### src/rtl/snn_pkg.sv
// Shared types and helpers for the spiking-neuron scheduler and its datapath.
// Latency: n/a (types, constants and a pure function only).
// Backpressure: n/a.
package snn_pkg;

  typedef logic signed [7:0] vmem_t;

  typedef enum logic [1:0] {
    ST_IDLE,
    ST_FETCH,
    ST_UPDATE,
    ST_DONE
  } state_e;

  localparam vmem_t V_TH_DEF    = 8'sd50;
  localparam vmem_t V_RESET_DEF = -8'sd20;

  // Wide enough for V + I/4 + (V/8)^2 at any 8-bit input without wrap.
  localparam int SUM_W = 12;

  function automatic vmem_t sat8(input logic signed [SUM_W-1:0] x);
    if (x > 12'sd127) begin
      return 8'sd127;
    end else if (x < -12'sd128) begin
      return -8'sd128;
    end else begin
      return x[7:0];
    end
  endfunction

endpackage

### src/rtl/fifo.sv
// Generic valid/ready FIFO; DEPTH must be a power of two and at least 2.
// Latency: pushed data is visible at the head one cycle after the push.
// Backpressure: push_rdy drops when full unless a pop is accepted in the same cycle.
module fifo #(
  parameter int W     = 8,
  parameter int DEPTH = 4
) (
  input  logic         clk,
  input  logic         rst_n,
  input  logic         push_vld,
  input  logic [W-1:0] push_dat,
  output logic         push_rdy,
  output logic         pop_vld,
  input  logic         pop_rdy,
  output logic [W-1:0] pop_dat
);
  localparam int PW = $clog2(DEPTH);

  logic [W-1:0]  mem_q [DEPTH];
  logic [W-1:0]  mem_d [DEPTH];
  logic [PW-1:0] wr_q, wr_d, rd_q, rd_d;
  logic [PW:0]   cnt_q, cnt_d;
  logic          push_fire, pop_fire;

  always_comb begin
    pop_vld   = (cnt_q != '0);
    pop_fire  = pop_vld && pop_rdy;
    push_rdy  = (cnt_q != (PW+1)'(DEPTH)) || pop_rdy;
    push_fire = push_vld && push_rdy;
    pop_dat   = mem_q[rd_q];
    mem_d     = mem_q;
    wr_d      = wr_q;
    rd_d      = rd_q;
    cnt_d     = cnt_q;
    // When full, the write slot is the head slot; the head is read from mem_q so both succeed.
    if (push_fire) begin
      mem_d[wr_q] = push_dat;
      wr_d        = wr_q + PW'(1);
    end
    if (pop_fire) begin
      rd_d = rd_q + PW'(1);
    end
    case ({push_fire, pop_fire})
      2'b10:   cnt_d = cnt_q + (PW+1)'(1);
      2'b01:   cnt_d = cnt_q - (PW+1)'(1);
      default: cnt_d = cnt_q;
    endcase
  end

  always_ff @(posedge clk or negedge rst_n) begin
    if (!rst_n) begin
      for (int n = 0; n < DEPTH; n++) mem_q[n] <= '0;
      wr_q  <= '0;
      rd_q  <= '0;
      cnt_q <= '0;
    end else begin
      mem_q <= mem_d;
      wr_q  <= wr_d;
      rd_q  <= rd_d;
      cnt_q <= cnt_d;
    end
  end

endmodule

### src/rtl/snn_neuron_scheduler_neuron_update.sv
// Quadratic integrate-and-fire update for one neuron.
// Latency: combinational.
// Backpressure: none.
module neuron_update
  import snn_pkg::*;
(
  input  vmem_t v_i,
  input  vmem_t i_i,
  input  vmem_t v_th_i,
  input  vmem_t v_reset_i,
  output vmem_t v_next_o,
  output logic  spike_o
);
  localparam logic signed [SUM_W-1:0] DIV4 = 12'sd4;
  localparam logic signed [SUM_W-1:0] DIV8 = 12'sd8;

  logic signed [SUM_W-1:0] v_w, i_w, v_div8, sum;

  always_comb begin
    v_w      = {{(SUM_W-8){v_i[7]}}, v_i};
    i_w      = {{(SUM_W-8){i_i[7]}}, i_i};
    // Signed division truncates toward zero, which is the intended rounding.
    v_div8   = v_w / DIV8;
    sum      = v_w + i_w / DIV4 + v_div8 * v_div8;
    spike_o  = (v_i >= v_th_i);
    v_next_o = spike_o ? v_reset_i : sat8(sum);
  end

endmodule

### src/rtl/snn_neuron_scheduler.sv
// Sweeps all neurons through one shared update datapath per timestep and queues spikes.
// Latency: 2 cycles per neuron plus one DONE cycle; the spike FIFO head is valid one cycle after the push.
// Backpressure: spike_ready_i low fills the FIFO; further spikes are dropped and flagged, the sweep never stalls.
module snn_neuron_scheduler
  import snn_pkg::*;
#(
  parameter int    N_NEURONS  = 8,
  parameter int    AW         = $clog2(N_NEURONS),
  parameter vmem_t V_TH       = V_TH_DEF,
  parameter vmem_t V_RESET    = V_RESET_DEF,
  parameter int    FIFO_DEPTH = 4
) (
  input  logic          clk,
  input  logic          rst_n,
  input  logic          step_i,
  output logic          busy_o,
  output logic          done_o,
  output logic [AW-1:0] isyn_addr_o,
  input  logic [7:0]    isyn_data_i,
  output logic          spike_valid_o,
  input  logic          spike_ready_i,
  output logic [AW-1:0] spike_id_o,
  input  logic [AW-1:0] vmem_addr_i,
  output logic [7:0]    vmem_data_o,
  output logic          overflow_o,
  output logic          overrun_o
);
  localparam logic [AW-1:0] LAST_IDX = AW'(N_NEURONS - 1);

  state_e        state_q, state_d;
  logic [AW-1:0] idx_q, idx_d;
  vmem_t         vmem_q [N_NEURONS];
  vmem_t         vmem_d [N_NEURONS];
  logic          overflow_q, overflow_d;
  logic          overrun_q, overrun_d;
  vmem_t         v_next;
  logic          fire, upd_vld, push_vld, push_rdy;

  neuron_update u_neuron_update (
    .v_i       (vmem_q[idx_q]),
    .i_i       (vmem_t'(isyn_data_i)),
    .v_th_i    (V_TH),
    .v_reset_i (V_RESET),
    .v_next_o  (v_next),
    .spike_o   (fire)
  );

  always_ff @(posedge clk or negedge rst_n) begin
    if (!rst_n) begin
      state_q    <= ST_IDLE;
      idx_q      <= '0;
      overflow_q <= 1'b0;
      overrun_q  <= 1'b0;
      for (int n = 0; n < N_NEURONS; n++) vmem_q[n] <= '0;
    end else begin
      state_q    <= state_d;
      idx_q      <= idx_d;
      overflow_q <= overflow_d;
      overrun_q  <= overrun_d;
      vmem_q     <= vmem_d;
    end
  end

  always_comb begin
    state_d = state_q;
    idx_d   = idx_q;
    case (state_q)
      ST_IDLE: begin
        if (step_i) begin
          state_d = ST_FETCH;
          idx_d   = '0;
        end
      end
      ST_FETCH:  state_d = ST_UPDATE;
      ST_UPDATE: begin
        if (idx_q == LAST_IDX) begin
          state_d = ST_DONE;
        end else begin
          state_d = ST_FETCH;
          idx_d   = idx_q + AW'(1);
        end
      end
      ST_DONE:   state_d = ST_IDLE;
      default:   state_d = ST_IDLE;
    endcase
  end

  always_comb begin
    busy_o      = (state_q != ST_IDLE);
    done_o      = (state_q == ST_DONE);
    upd_vld     = (state_q == ST_UPDATE);
    isyn_addr_o = idx_q;
  end

  always_comb begin
    vmem_d = vmem_q;
    if (upd_vld) vmem_d[idx_q] = v_next;
    push_vld   = upd_vld && fire;
    overflow_d = overflow_q | (push_vld & ~push_rdy);
    overrun_d  = overrun_q | (step_i & (state_q != ST_IDLE));
  end

  fifo #(
    .W     (AW),
    .DEPTH (FIFO_DEPTH)
  ) u_spike_fifo (
    .clk      (clk),
    .rst_n    (rst_n),
    .push_vld (push_vld),
    .push_dat (idx_q),
    .push_rdy (push_rdy),
    .pop_vld  (spike_valid_o),
    .pop_rdy  (spike_ready_i),
    .pop_dat  (spike_id_o)
  );

  assign vmem_data_o = vmem_q[vmem_addr_i];
  assign overflow_o  = overflow_q;
  assign overrun_o   = overrun_q;

endmodule

### config.mk
export PLATFORM = sky130hd
export DESIGN_NAME = snn_neuron_scheduler
export DESIGN_NICKNAME = d
export VERILOG_FILES = /design/src/rtl/snn_pkg.sv /design/src/rtl/fifo.sv /design/src/rtl/snn_neuron_scheduler_neuron_update.sv /design/src/rtl/snn_neuron_scheduler.sv
export SDC_FILE = /design/constraint.sdc
export NUM_CORES = 1
export LEC_CHECK = 0
export CAP_MARGIN = 20
export CORE_MARGIN = 2
export CORE_UTILIZATION = 35
export DETAILED_ROUTE_END_ITERATION = 10
export DONT_BUFFER_PORTS = 1
export GPL_TIMING_DRIVEN = 0
export HOLD_SLACK_MARGIN = 0.02
export MAX_ROUTING_LAYER = met4
export PLACE_DENSITY_LB_ADDON = 0.1
export SYNTH_ARGS = -nofsm -noshare
export SYNTH_HDL_FRONTEND = slang
export SYNTH_SLANG_ARGS = --single-unit
### constraint.sdc
create_clock -name clk -period 24.2 [get_ports clk]
set_input_delay 2.42 -clock clk [delete_from_list [all_inputs] [get_ports clk]]
set_output_delay 2.42 -clock clk [all_outputs]
set_load 0.01 [all_outputs]
== Word-level counts from Yosys, hierarchy flattened ==
Index checks and enable logic that the tools add are counted.

* Register bits after elaboration: 90
* Output and inout port bits: 19
* Logic and storage cells: 97

* $add $sub $neg: 9
* Multiply operators: 1
* Magnitude comparators: 9
* Equality and inequality tests: 9
* Muxes and demuxes: 25
* Bitwise gates (word level): 11
* Reductions and logical operators: 14

{| class="wikitable"
|+ Operators with widths
! cell !! number
|-
| $bwmux W64 || 1
|-
| $mux W8 || 8
|-
| $bmux W8 S3 || 2
|-
| $add A12 B1 Y12 || 2
|-
| $demux W8 S3 || 1
|-
| $mux W3 || 5
|-
| $add A12 B12 Y12 || 1
|-
| $add A8 B12 Y12 || 1
|-
| $bwmux W12 || 1
|-
| $gt A12 B8 Y1 const B || 1
|-
| $lt A12 B8 Y1 const B || 1
|-
| $mul A12 B12 Y12 || 1
|-
| $pmux W3 S2 || 2
|-
| $ge A4 B4 Y1 const B || 2
|-
| $ge A8 B7 Y1 const B || 1
|-
| $not A3 Y4 || 2
|-
| $pmux W2 S4 || 1
|-
| $add A3 B1 Y3 const B || 2
|-
| $bmux W3 S2 || 1
|-
| $demux W3 S2 || 1
|-
| $eq A2 B2 Y1 const B || 3
|-
| $ge A3 B3 Y1 const B || 2
|-
| $not A2 Y3 || 2
|-
| $reduce_bool A2 Y1 || 3
|-
| 19 further kinds || 31
|}

== Logic depth before layout (Yosys ltp) ==
* Depth after elaboration: 14
* Depth in mapped cells: 33
* Mapped depth without buffers: 31

== Hierarchy ==
From an unflattened synthesis, not the netlist that was laid out.

* Cells, all modules: 622
* Area, all modules: 7599.8 um^2

{| class="wikitable"
|+ By module, submodules not included
! module !! instances !! cells an instance !! area each (um^2) !! sequential area each (um^2)
|-
| snn_neuron_scheduler || 1 || 231 || 3758.6 || 1776.7
|-
| neuron_update || 1 || 326 || 2840.2 || 0.0
|-
| fifo || 1 || 65 || 1001.0 || 475.5
|}

== Least setup slack after synthesis ==
Ideal clock, no wire load.

* Path kind: reg2reg
* From: reg idx_q[1], in the netlist isyn_addr_o[1]
* To: reg vmem_q[17] (netlist name)
* Library setup time: 0.065 ns
* Arrival: 8.136 ns
* Slack: 15.999 ns
* Stages on the path, launching flop included: 29
* Buffers on the path: 3
* Clock period less this slack: 8.201 ns
* Cell sequence: dfrtp_1 > buf_2 > buf_1 > buf_1 > mux2_2 > o21a_1 > ha_1 > ha_1 > xnor2_1 > and2_1 > inv_1 > fa_1 > fa_1 > inv_1 > fa_1 > fa_1 > fa_1 > inv_1 > fa_1 > inv_1 > ha_1 > a21oi_1 > o21bai_1 > a41oi_1 > xnor3_2 > a41oi_4 > nor2_4 > nor2_1 > mux2_2

* Longest elaborated chain between the ends: 14
* Elaborated cells on any way between the ends: 22

{| class="wikitable"
|+ RTL lines
! item !! RTL line !! source
|-
| start, declared || snn_neuron_scheduler.sv:31 || <nowiki>logic [AW-1:0] idx_q, idx_d;</nowiki>
|-
| start signal, assigned || snn_neuron_scheduler.sv:57 || <nowiki>idx_q <= idx_d;</nowiki>
|-
| $not A3 Y4 (not written as such) * || snn_neuron_scheduler.sv:40, snn_neuron_scheduler.sv:97 ||
|-
| $bmux W8 S3 || snn_neuron_scheduler.sv:40 || <nowiki>.v_i (vmem_q[idx_q]),</nowiki>
|-
| $mux W8 (not written as such) (2 in a row) || snn_neuron_scheduler.sv:40 ||
|-
| $reduce_or A3 Y1 (no source line) || - ||
|-
| $and A1 B1 Y1 (no source line) || - ||
|-
| $add A12 B1 Y12 (no source line) || - ||
|-
| $mul A12 B12 Y12 || snn_neuron_scheduler_neuron_update.sv:24 || <nowiki>sum = v_w + i_w / DIV4 + v_div8 * v_div8;</nowiki>
|-
| $add A12 B12 Y12 || snn_neuron_scheduler_neuron_update.sv:24 ||
|-
| $lt A12 B8 Y1 || snn_pkg.sv:24 || <nowiki>end else if (x < -12'sd128) begin</nowiki>
|-
| $mux W8 || snn_pkg.sv:24 ||
|-
| $mux W8 || snn_pkg.sv:22 || <nowiki>if (x > 12'sd127) begin</nowiki>
|-
| $mux W8 || snn_neuron_scheduler_neuron_update.sv:26 || <nowiki>v_next_o = spike_o ? v_reset_i : sat8(sum);</nowiki>
|-
| $bwmux W64 * || snn_neuron_scheduler.sv:97 || <nowiki>if (upd_vld) vmem_d[idx_q] = v_next;</nowiki>
|-
| end signal, assigned || snn_neuron_scheduler.sv:60 || <nowiki>vmem_q <= vmem_d;</nowiki>
|-
| end, declared || snn_neuron_scheduler.sv:32 || <nowiki>vmem_t vmem_q [N_NEURONS];</nowiki>
|}

Every way passes the cells marked *; elsewhere a longest branch is shown, timed or not. The select of a mux whose other input is x is not followed.
A chain may end at the register's enable or synchronous reset.

== Final worst setup path ==
Ends and elaborated chain as after synthesis.

==> flow_summary.json <==
{
  "drc_errors": 0,
  "mappedNetlistNets": 791,
  "num_rows": 52,
  "cts-htree-levels": 3,
  "core_mm2": 0.0204,
  "tritoncts": "done",
  "insertion_delay_ns": 0.34,
  "yosys_register_bits": 90,
  "cp-startpoint": "isyn_addr_o[1]$_DFFE_PN0P_",
  "yosys-top-cells-count": "106 x inv_1, 90 x dfrtp_1, 53 x ha_1",
  "crit_arrival_ns": 10.00,
  "root_buffer": "clkbuf_16",
  "crit_type": "reg -> reg",
  "grt_util_all_layers": 0.177,
  "ioPinCount": 34,
  "yosys-top-cells-area": "dfrtp_1 31%, fa_1 13%, mux4_2 11%",
  "r2r_slack_ns": 14.47,
  "antenna_found_initial": 0,
  "vias_per_cell": 5.07,
  "grt_pass1_wl_mm": 29.3,
  "endpoint": "vmem_q[17]$_DFFE_PN0P_",
  "rsz0062_at_grt": "false",
  "critical_path.max_fanout": 10,
  "tns_ns": 0,
  "synth_area_leader_cell": "dfrtp_1",
  "setup-violations-final": 0,
  "die_width_um": 149,
  "fin_nets": 802,
  "synth_cell_types": 51,
  "slowest_delay_ns": 0.83,
  "dieArea_mm2": 0.0221,
  "numClockSinks": 90,
  "final-hold-violation-count": 0,
  "pre_cts_slack_ns": 14.39,
  "synth_enable_flop_cells": 0,
  "clock_skew_ns": 0.0132,
  "r2r_start": "isyn_addr_o[1]$_DFFE_PN0P_",
  "floorplan.initialDensity": 0.359,
  "yosysWarnings": 0,
  "synth_ff_type": "dfrtp_1",
  "dr.first_iter.drc_count": 200,
  "grt_pass1_vias": 5339,
  "postSynthAreaPerCell_um2": 10.9,
  "synth_area_mm2": 0.00734,
  "tightest_slew_ns": 1.03,
  "cts_resized": 0,
  "synthArstFlopShare": 1.00,
  "diodes": 0,
  "post_cts_hold_buffer_count": 0,
  "hpwl_mm": 14.1,
  "hp-class": "reg -> reg",
  "ys_seq_area_frac": 0.307,
  "routabilityCongestion": 0.844,
  "status": "finished clean",
  "finalCritPeriodShare": 0.402,
  "synth_cells": 674,
  "critPathMostFrequentCell": "fa_1",
  "maxCapViolations": 0,
  "die_y_um": 149,
  "slew_headroom": 0.308,
  "cp-end-kind": "flip-flop",
  "setup_slack_ns": 14.47,
  "grt_max_degree": 91,
  "num_vias": 4867,
  "wl_mm": 17.4,
  "final-max-slew-violation-count": 0,
  "cts.clk_slew.worst_paths_ns": 0.07,
  "start_kind": "flip-flop",
  "netlist.area_leader.share": 0.307,
  "ff2ff_path_depth": 28,
  "place.port_buffers": 0,
  "grt_overflow": 0,
  "r2r-end": "vmem_q[17]$_DFFE_PN0P_",
  "cts_buffers": 9,
  "avgRoutedWirePerCell_um": 18.1,
  "crit_slowest_cell": "xnor2_1",
  "layout-drive-gt1-share": 0.167,
  "syn_to_final_growth_pct": 9.53,
  "cp_data_required_time_ns": 24.48,
  "post-cts-setup-buffer-count": 0,
  "post-route-min-period_ns": 9.73,
  "synth_most_common_cell": "inv_1",
  "antenna_left": 0,
  "fmax_mhz": 103,
  "cts_buffer_depth": 2,
  "drt_pass1_iterations": 4
}
-- layout by cell type, fill, tap and decap left out, types with 3 or more instances in the layout --
cell       instances
clkbuf_16          9
mux4_2            36
bufinv_16          3
or2_2              3
a22o_1             5
nor2_4             3
fa_1              49
and2_1            13
xor2_1             4
nand2_1           39
xnor2_1           19
nand3_1            3
nor3_1             9
buf_1              5
nor2b_1           21
o21ai_0           14
or3_1              3
a21oi_1           45
a21o_1             5
buf_2              8
nand2b_1           7
clkbuf_1          11
mux2_2            39
o21ai_2            3
o21ai_1            3
o21a_1             3
inv_1            106
nor2_1            38
dfrtp_1           90
o31ai_1           12
ha_1              53
-- flip-flops by register name, indices dropped and copies added (netlist names) --
register	count
state_q	2
isyn_addr_o	3
overflow_o	1
vmem_q	64
u_spike_fifo.mem_q	12
u_spike_fifo.rd_q	2
u_spike_fifo.wr_q	2
overrun_o	1
u_spike_fifo.cnt_q	3
-- worst max-delay path, delay by kind of cell, from the launching register on --
family / cells / cell delay [ns]
AO/OA/AOI/OAI: 5 / 1.20
XOR/XNOR: 2 / 1.28
adder cells (fa/ha/maj): 9 / 3.78
buffers and inverters: 7 / 1.61
flip-flops: 1 / 0.43
multiplexers: 2 / 0.68
AND/OR/NAND/NOR: 3 / 0.66
-- kinds of logic (layout without fill, tap and decap cells) --
kind of cell | count (synthesis) | count (layout) | share of synthesized area
simple gates | 148 | 148 | 0.101
buf+inv | 131 | 147 | 0.0689
fa+ha+maj | 102 | 102 | 0.224
compound gates | 100 | 100 | 0.0883
flops | 90 | 90 | 0.307
mux | 77 | 77 | 0.174
xor+xnor | 26 | 26 | 0.0368
-- worst min path at each step --
stage / start / slack [ns] / to / cells after the start
4_1_cts: u_spike_fifo.cnt_q[2]$_DFFE_PN0P_ / 0.50 / u_spike_fifo.cnt_q[2]$_DFFE_PN0P_ / 1
5_1_grt: u_spike_fifo.cnt_q[2]$_DFFE_PN0P_ / 0.51 / u_spike_fifo.cnt_q[2]$_DFFE_PN0P_ / 1
6_report: u_spike_fifo.cnt_q[0]$_DFFE_PN0P_ / 0.50 / u_spike_fifo.cnt_q[0]$_DFFE_PN0P_ / 1
3_5_place_dp: u_spike_fifo.cnt_q[2]$_DFFE_PN0P_ / 0.48 / u_spike_fifo.cnt_q[2]$_DFFE_PN0P_ / 1
3_3_place_gp: u_spike_fifo.cnt_q[2]$_DFFE_PN0P_ / 0.48 / u_spike_fifo.cnt_q[2]$_DFFE_PN0P_ / 1
2_1_floorplan: u_spike_fifo.cnt_q[2]$_DFFE_PN0P_ / 0.46 / u_spike_fifo.cnt_q[2]$_DFFE_PN0P_ / 1
-- per-layer routing --
layer | wire length, µm | part of all wire | global-route usage
met1 | 7960 | 0.46 | 0.236
met2 | 8690 | 0.50 | 0.287
met3 | 566 | 0.033 | 0.0208
met4 | 164 | 0.0094 | 0.0486
met5 | 0 | 0 | -
-- metrics by stage --
step	instance area, µm²	hold WS [ns]	util	cells
3_5_place_dp	7670	0.481	0.376	944
2_1_floorplan	7340	0.456	-	674
5_1_grt	8040	0.510	0.393	960
6_report	8040	0.498	0.393	960
4_1_cts	8040	0.496	0.393	960
3_3_place_gp	7670	0.476	0.376	944
-- cell type report --
type | count | area, µm²
fill | 2048 | 12400
buffer | 25 | 108
clock inverter | 5 | 109
clock buffer | 11 | 253
tap | 270 | 338
inverter | 106 | 398
multi-input combinational | 453 | 4580
sequential | 90 | 2250
Power is not shown: default switching activity piles up to over one toggle a cycle in this logic, so the estimate is an artifact.
